## config.mk

```make
export PLATFORM = sky130hd
export DESIGN_NAME = dcmac_link_bringup
export DESIGN_NICKNAME = d
export VERILOG_FILES = /design/src/rtl/dcmac_bringup_pkg.sv /design/src/rtl/dcmac_port_rx_recover.sv /design/src/rtl/dcmac_link_bringup.sv
export SDC_FILE = /design/constraint.sdc
export NUM_CORES = 1
export LEC_CHECK = 0
export ABC_AREA = 1
export CORE_MARGIN = 4
export CORE_UTILIZATION = 35
export CTS_CLUSTER_DIAMETER = 30
export DETAILED_ROUTE_END_ITERATION = 16
export MAX_ROUTING_LAYER = met4
export PLACE_DENSITY_LB_ADDON = 0.25
export SLEW_MARGIN = 20
export SYNTH_ARGS = -nofsm -noshare
export SYNTH_HDL_FRONTEND = slang
export SYNTH_SLANG_ARGS = --single-unit
```

## constraint.sdc

```tcl
create_clock -name s_axi_clk -period 2.87 [get_ports s_axi_clk]
set_clock_uncertainty 0.2 [all_clocks]
set_input_delay 0.861 -clock s_axi_clk [delete_from_list [all_inputs] [get_ports s_axi_clk]]
set_output_delay 0.861 -clock s_axi_clk [all_outputs]
set_load 0.1 [all_outputs]
```

## src/rtl/dcmac_bringup_pkg.sv

```systemverilog
// Shared state encodings and counter sizing for the DCMAC link bring-up sequencer.
package dcmac_bringup_pkg;

  typedef enum logic [2:0] {
    STATE_IDLE      = 3'd0,
    STATE_WAIT_PWR  = 3'd1,
    STATE_RESET_ALL = 3'd2,
    STATE_WAIT_DONE = 3'd3,
    STATE_RUN       = 3'd4,
    STATE_FAIL      = 3'd5
  } top_state_t;

  typedef enum logic [1:0] {
    PORT_UP      = 2'd0,
    PORT_RX_RST  = 2'd1,
    PORT_RX_WAIT = 2'd2,
    PORT_DOWN    = 2'd3
  } port_state_t;

  // Down-counters run from N-1 to 0, so clog2 of the largest N is enough.
  function automatic int cnt_width(input int a, input int b);
    int m;
    m = (a > b) ? a : b;
    return (m < 2) ? 1 : $clog2(m);
  endfunction

endpackage

```

## src/rtl/dcmac_port_rx_recover.sv

```systemverilog
// Per-port RX datapath supervisor: pulses the RX reset on loss of rx_done and retries on timeout.
// Latency: outputs registered, one cycle after the input event.
// Backpressure: none; rx_done is a level, gives up into DOWN after the retry budget.
module dcmac_port_rx_recover
  import dcmac_bringup_pkg::*;
#(
  parameter int RX_RESET_CYCLES = 16,
  parameter int TIMEOUT_CYCLES  = 1000000,
  parameter int MAX_RETRIES     = 3
) (
  input  logic       s_axi_clk,
  input  logic       resetn,
  input  logic       active,
  input  logic       clear_retries,
  input  logic       rx_done,
  output logic       link_up,
  output logic       rx_rst,
  output logic       down,
  output logic [3:0] retry_count
);

  localparam int CW = cnt_width(TIMEOUT_CYCLES, RX_RESET_CYCLES);
  localparam logic [CW-1:0] PULSE_LOAD = CW'(RX_RESET_CYCLES - 1);
  localparam logic [CW-1:0] WAIT_LOAD  = CW'(TIMEOUT_CYCLES - 1);
  localparam logic [4:0]    MAX_EP     = 5'(MAX_RETRIES);

  port_state_t   ps_q, ps_d;
  logic [CW-1:0] cnt_q, cnt_d;
  logic [4:0]    ep_q, ep_d;
  logic          rx_prev;
  logic          rc_inc;

  always_comb begin
    ps_d   = ps_q;
    ep_d   = ep_q;
    rc_inc = 1'b0;
    if (!active) begin
      ps_d = PORT_UP;
      ep_d = '0;
    end else begin
      case (ps_q)
        PORT_UP: begin
          if (rx_prev && !rx_done) begin
            ps_d   = PORT_RX_RST;
            ep_d   = '0;
            rc_inc = 1'b1;
          end
        end
        PORT_RX_RST: begin
          if (cnt_q == '0) ps_d = PORT_RX_WAIT;
        end
        PORT_RX_WAIT: begin
          if (rx_done) begin
            ps_d = PORT_UP;
          end else if (cnt_q == '0) begin
            // ep_q counts retries within this loss episode only
            if (ep_q <= MAX_EP) begin
              ps_d   = PORT_RX_RST;
              ep_d   = ep_q + 5'd1;
              rc_inc = 1'b1;
            end else begin
              ps_d = PORT_DOWN;
            end
          end
        end
        default: ps_d = ps_q;
      endcase
    end

    cnt_d = cnt_q;
    if (!active) begin
      cnt_d = '0;
    end else if (ps_d != ps_q) begin
      case (ps_d)
        PORT_RX_RST:  cnt_d = PULSE_LOAD;
        PORT_RX_WAIT: cnt_d = WAIT_LOAD;
        default:      cnt_d = '0;
      endcase
    end else if (cnt_q != '0) begin
      cnt_d = cnt_q - 1'b1;
    end
  end

  always_ff @(posedge s_axi_clk or negedge resetn) begin
    if (!resetn) begin
      ps_q        <= PORT_UP;
      cnt_q       <= '0;
      ep_q        <= '0;
      rx_prev     <= 1'b0;
      retry_count <= '0;
      link_up     <= 1'b0;
      rx_rst      <= 1'b0;
      down        <= 1'b0;
    end else begin
      ps_q    <= ps_d;
      cnt_q   <= cnt_d;
      ep_q    <= ep_d;
      rx_prev <= rx_done;
      if (clear_retries) begin
        retry_count <= '0;
      end else if (rc_inc && (retry_count != 4'hF)) begin
        retry_count <= retry_count + 4'd1;
      end
      link_up <= active && (ps_d == PORT_UP) && rx_done;
      rx_rst  <= active && (ps_d == PORT_RX_RST);
      down    <= active && (ps_d == PORT_DOWN);
    end
  end

endmodule

```

## src/rtl/dcmac_link_bringup.sv

```systemverilog
// GT/DCMAC bring-up sequencer: power-good wait, reset_all with timeout/retry, then per-port RX supervision.
// Latency: all outputs registered; power-good loss seen within 3 cycles through the 2-FF synchronizer.
// Backpressure: none; enable=0 overrides everything and parks the GTs in reset.
module dcmac_link_bringup
  import dcmac_bringup_pkg::*;
#(
  parameter int RESET_ALL_CYCLES = 100,
  parameter int RX_RESET_CYCLES  = 16,
  parameter int TIMEOUT_CYCLES   = 1000000,
  parameter int MAX_RETRIES      = 3
) (
  input  logic       s_axi_clk,
  input  logic       resetn,
  input  logic       enable,
  input  logic       gtpowergood,
  input  logic [1:0] gt_rx_reset_done,
  input  logic [1:0] gt_tx_reset_done,
  output logic       user_gt_reset_all,
  output logic [1:0] user_gt_reset_rx_datapath,
  output logic [1:0] link_up,
  output logic [2:0] state,
  output logic [7:0] retry_count,
  output logic [2:0] error
);

  localparam int CW = cnt_width(TIMEOUT_CYCLES, RESET_ALL_CYCLES);
  localparam logic [CW-1:0] RA_LOAD   = CW'(RESET_ALL_CYCLES - 1);
  localparam logic [CW-1:0] WAIT_LOAD = CW'(TIMEOUT_CYCLES - 1);
  localparam logic [3:0]    MAX_ATT   = 4'(MAX_RETRIES);

  top_state_t    st_q, st_d;
  logic [CW-1:0] cnt_q, cnt_d;
  logic [3:0]    attempts_q, attempts_d;
  logic          pg_meta, pg_sync;
  logic [1:0]    tx_prev;
  logic [1:0]    port_down;
  logic          err_global;
  logic          all_done, tx_fall, retry_ok;
  logic          run_d, idle_d;

  always_comb begin
    all_done   = (&gt_tx_reset_done) && (&gt_rx_reset_done);
    tx_fall    = |(tx_prev & ~gt_tx_reset_done);
    retry_ok   = (attempts_q < MAX_ATT);
    st_d       = st_q;
    attempts_d = attempts_q;

    if (!enable) begin
      st_d = STATE_IDLE;
    end else if (!pg_sync && (st_q == STATE_RESET_ALL || st_q == STATE_WAIT_DONE ||
                              st_q == STATE_RUN)) begin
      st_d = STATE_WAIT_PWR;
    end else begin
      case (st_q)
        STATE_IDLE:      st_d = STATE_WAIT_PWR;
        STATE_WAIT_PWR:  if (pg_sync) st_d = STATE_RESET_ALL;
        STATE_RESET_ALL: if (cnt_q == '0) st_d = STATE_WAIT_DONE;
        STATE_WAIT_DONE: begin
          // done is checked first so it wins over a coincident timeout
          if (all_done) begin
            st_d = STATE_RUN;
          end else if (cnt_q == '0) begin
            if (retry_ok) begin
              attempts_d = attempts_q + 4'd1;
              st_d       = STATE_RESET_ALL;
            end else begin
              st_d = STATE_FAIL;
            end
          end
        end
        STATE_RUN: begin
          if (tx_fall) begin
            if (retry_ok) begin
              attempts_d = attempts_q + 4'd1;
              st_d       = STATE_RESET_ALL;
            end else begin
              st_d = STATE_FAIL;
            end
          end
        end
        STATE_FAIL: st_d = STATE_FAIL;
        default:    st_d = STATE_IDLE;
      endcase
    end

    if (st_d == STATE_IDLE) attempts_d = '0;

    // One counter serves both the reset_all width and the reset_done timeout.
    cnt_d = cnt_q;
    if (st_d != st_q) begin
      case (st_d)
        STATE_RESET_ALL: cnt_d = RA_LOAD;
        STATE_WAIT_DONE: cnt_d = WAIT_LOAD;
        default:         cnt_d = '0;
      endcase
    end else if (cnt_q != '0) begin
      cnt_d = cnt_q - 1'b1;
    end
  end

  assign run_d  = (st_d == STATE_RUN);
  assign idle_d = (st_d == STATE_IDLE);

  always_ff @(posedge s_axi_clk or negedge resetn) begin
    if (!resetn) begin
      st_q              <= STATE_IDLE;
      cnt_q             <= '0;
      attempts_q        <= '0;
      pg_meta           <= 1'b0;
      pg_sync           <= 1'b0;
      tx_prev           <= 2'b00;
      user_gt_reset_all <= 1'b1;
      err_global        <= 1'b0;
    end else begin
      st_q              <= st_d;
      cnt_q             <= cnt_d;
      attempts_q        <= attempts_d;
      pg_meta           <= gtpowergood;
      pg_sync           <= pg_meta;
      tx_prev           <= gt_tx_reset_done;
      user_gt_reset_all <= !(st_d == STATE_WAIT_DONE || st_d == STATE_RUN);
      err_global        <= (st_d == STATE_FAIL);
    end
  end

  for (genvar p = 0; p < 2; p++) begin : g_port
    dcmac_port_rx_recover #(
      .RX_RESET_CYCLES(RX_RESET_CYCLES),
      .TIMEOUT_CYCLES (TIMEOUT_CYCLES),
      .MAX_RETRIES    (MAX_RETRIES)
    ) u_rx_recover (
      .s_axi_clk    (s_axi_clk),
      .resetn       (resetn),
      .active       (run_d),
      .clear_retries(idle_d),
      .rx_done      (gt_rx_reset_done[p]),
      .link_up      (link_up[p]),
      .rx_rst       (user_gt_reset_rx_datapath[p]),
      .down         (port_down[p]),
      .retry_count  (retry_count[4*p +: 4])
    );
  end

  assign state = st_q;
  assign error = {port_down, err_global};

endmodule

```

==> run summary <==
Placeable Area: 16500 um2
area fraction of the dominant cell type after synthesis: 43.4%
critical path class: in2reg
crit end category: register
clock share of power: 27.0%
register area share after synthesis: 43.8%
vias: 4840
first-pass GRT wire length: 22800 um
biggest area consumer among synthesized cells: dfrtp_1
Pwr Total: 0.00420 W
largest net degree at the start of global routing: 39
final count of hold timing violations: 0
hold_ws: 0.175 ns
Fmax: 364 MHz
vias in the first global route: 4669
CTS Sinks: 103
Initial DRT Pass Iterations: 6
grt met1 use: 21.2%
Slew Limit Headroom: 65.3%
DR iter-0 viols: 240
Worst-Skew Late Latency: 0.35 ns
R2R Path End: g_port[0].u_rx_recover.cnt_q[3]$_DFFE_PN0P_
Tmin final: 2.75 ns
mapped cell area: 5890 um2
antenna cells: 0
gr usage total: 15.7%
Routed WL per cell: 12.8 um
DP Area: 6810 um2
htree depth: 3
synthesized area per cell: 8.04 um2
fin nets: 851
synth top area cells: dfrtp_1, nand2_1, nor2_1
part of the power in registers: 39.3%
Post-DRT Antenna Nets: 0
top_reg_cell synth: dfrtp_1
Pint: 0.00273 W
FF-to-FF path depth: 16
hold_buf cts: 0
chip height: 138 um
post-DP HPWL: 10100 um
synthesis-to-layout area growth: 23.4%
Max Slew Vio Count: 0
combinational share of power: 33.8%
status: complete, no violations
Synth warnings: 0
Slew @ Worst Pin: 0.520 ns
Post-synth EDFFs: 0
CTS clk-pin slew, worst paths: 0.07 ns
routability congestion estimate: 0.917
max cap viols: 0
initial antenna violation count: 0
DRC: 0
FF+latch count, synth: 103
Inserted Clock Buffers: 9
Switch Pwr: 0.00147 W
full die area: 19000 um2
gr busiest metal: met2
Initial Util: 35.6%
layout cell share with drive strength beyond 1: 21.4%
Routed WL: 13400 um
DR vias/cell: 4.60
Layout Utilization: 44.0%
FF-to-FF setup slack: 0.19 ns
Max IR drop VDD: 362 uV
worst flop-to-flop path startpoint: cnt_q[16]$_DFFE_PN0P_
Hold WC Path Type: reg2reg
Fillers: 1668
TritonCTS clock tree: done
Sw Ratio: 35.0%
fin crit share: 95.7%
Fin Setup TNS: 0 ns
I/O Pins: 27
Syn Nets: 756
crit-path max FO: 4
Lkg Pwr: 3.77 nW
Worst EP arrival: 2.78 ns
Commonest cells post-synth: nand2_1, nor2_1, dfrtp_1, inv_1, nand3_1
Post-synth ARST share: 100%
finished layout cell area: 7260 um2
Req. time, crit path: 2.90 ns
CTS root buffer: clkbuf_16
met3 Use GR: 2.37%
DIE WIDTH: 138 um
WHS Path Cells: 0
Hold EP: pg_sync$_DFF_PN0_
GR Overflow Total: 0
Rows: 47
Unique masters post-synth: 40
Setup Viol. Count Final: 0
met2 Usage GRT: 23.9%
worst hold start: pg_meta$_DFF_PN0_
CP startpoint kind: primary input
CTS Buffer Depth: 2
# port buffers: 26
Post-Syn Instances: 732
Cell Pwr Density: 578 nW/um2
## power groups by stage
stage,registers [W],logic [W],clock network (W)
final,0.00165,0.00142,0.00113
after global routing,0.00166,0.00160,0.00125
after CTS,0.00165,0.00134,0.00118
after detailed placement,0.00168,0.00132,0
after global placement,0.00168,0.00132,0
after floorplan,0.00170,0.000886,0
## registers in the layout, summed over array words and instances (netlist names)
register                         cells
err_global                           1
g_port.u_rx_recover.ps_q             4
attempts_q                           4
pg_meta                              1
g_port.u_rx_recover.retry_count      8
g_port.u_rx_recover.rx_prev          2
cnt_q                               20
pg_sync                              1
g_port.u_rx_recover.cnt_q           40
tx_prev                              2
g_port.u_rx_recover.link_up          2
state                                3
g_port.u_rx_recover.rx_rst           2
g_port.u_rx_recover.ep_q            10
user_gt_reset_all                    1
g_port.u_rx_recover.down             2
## layout make-up
class	instances	area (um2)	area share, %
Multi-Input combinational cell	514	2940	40.5
Tap cell	220	275	3.79
Clock buffer	14	254	3.50
Clock inverter	2	10.0	0.138
Timing Repair Buffer	100	828	11.4
Sequential cell	103	2580	35.6
Inverter	99	372	5.12
## critical path: stages
cell	delay (ns)
clkdlybuf4s15_1	0.23
inv_1	0.06
nand2_1	0.07
nand2_1	0.08
nand2_1	0.09
o211ai_1	0.10
buf_4	0.16
a21oi_4	0.20
nand3_2	0.13
a21oi_2	0.16
inv_1	0.07
ha_1	0.26
inv_1	0.09
nand2_4	0.06
o21ai_0	0.08
nor2_1	0.06
## metal layers
layer / share of wire (%) / vias up
met5: 0 / -
met4: 1.8 / 0
met3: 2.4 / 15
met2: 47 / 53
met1: 49 / 2261
li1: - / 2511
## how the worst max path moves through the flow
stage	start	to	cells after the start
after floorplan	state[1]$_DFF_PN0_	g_port[0].u_rx_recover.cnt_q[3]$_DFFE_PN0P_	14
after global placement	gt_tx_reset_done[1]	g_port[0].u_rx_recover.cnt_q[3]$_DFFE_PN0P_	15
after detailed placement	gt_tx_reset_done[1]	g_port[0].u_rx_recover.cnt_q[3]$_DFFE_PN0P_	15
after CTS	cnt_q[1]$_DFFE_PN0P_	g_port[1].u_rx_recover.cnt_q[3]$_DFFE_PN0P_	18
after global routing	gt_tx_reset_done[0]	cnt_q[4]$_DFFE_PN0P_	18
final	gt_tx_reset_done[0]	g_port[0].u_rx_recover.cnt_q[3]$_DFFE_PN0P_	16
## through the flow
stage               setup WS (ns)  std cells
floorplan                 0.00789        732
global placement           -0.516       1029
detailed placement         -0.539       1029
CTS                        0.0241       1045
global route              -0.0129       1052
finish                      0.124       1052
## layout by cell type (no fill, tap or decap), types with 8 or more instances in the layout
master,instances
xor2_1,34
dfrtp_1,98
inv_1,97
nor2_1,118
nor2_2,8
xnor2_1,15
ha_1,14
nand2_2,11
o21ai_0,26
nand3_1,35
clkbuf_16,9
nand2_1,122
a21oi_1,23
o21ai_1,15
buf_4,87
nor3_1,16
nand4_1,16
## repair_timing
action,CTS,global route
pin swaps,1,11
endpoints found under the setup margin,59,69
buffers inserted,0,7
resized for setup,9,32
## kinds of logic (layout without fill, tap and decap cells)
group                    Yosys count  in the layout  synth area share [%]
AND/OR/NAND/NOR                  371            371                  29.5
buffers and inverters            115            215                  8.52
flip-flops                       103            103                  43.8
AO/OA/AOI/OAI                     77             77                  7.29
XOR/XNOR                          49             49                  7.29
adder cells (fa/ha/maj)           16             16                  3.40
multiplexers                       1              1                 0.191
Note: power is estimated with default switching activity, not from simulation.
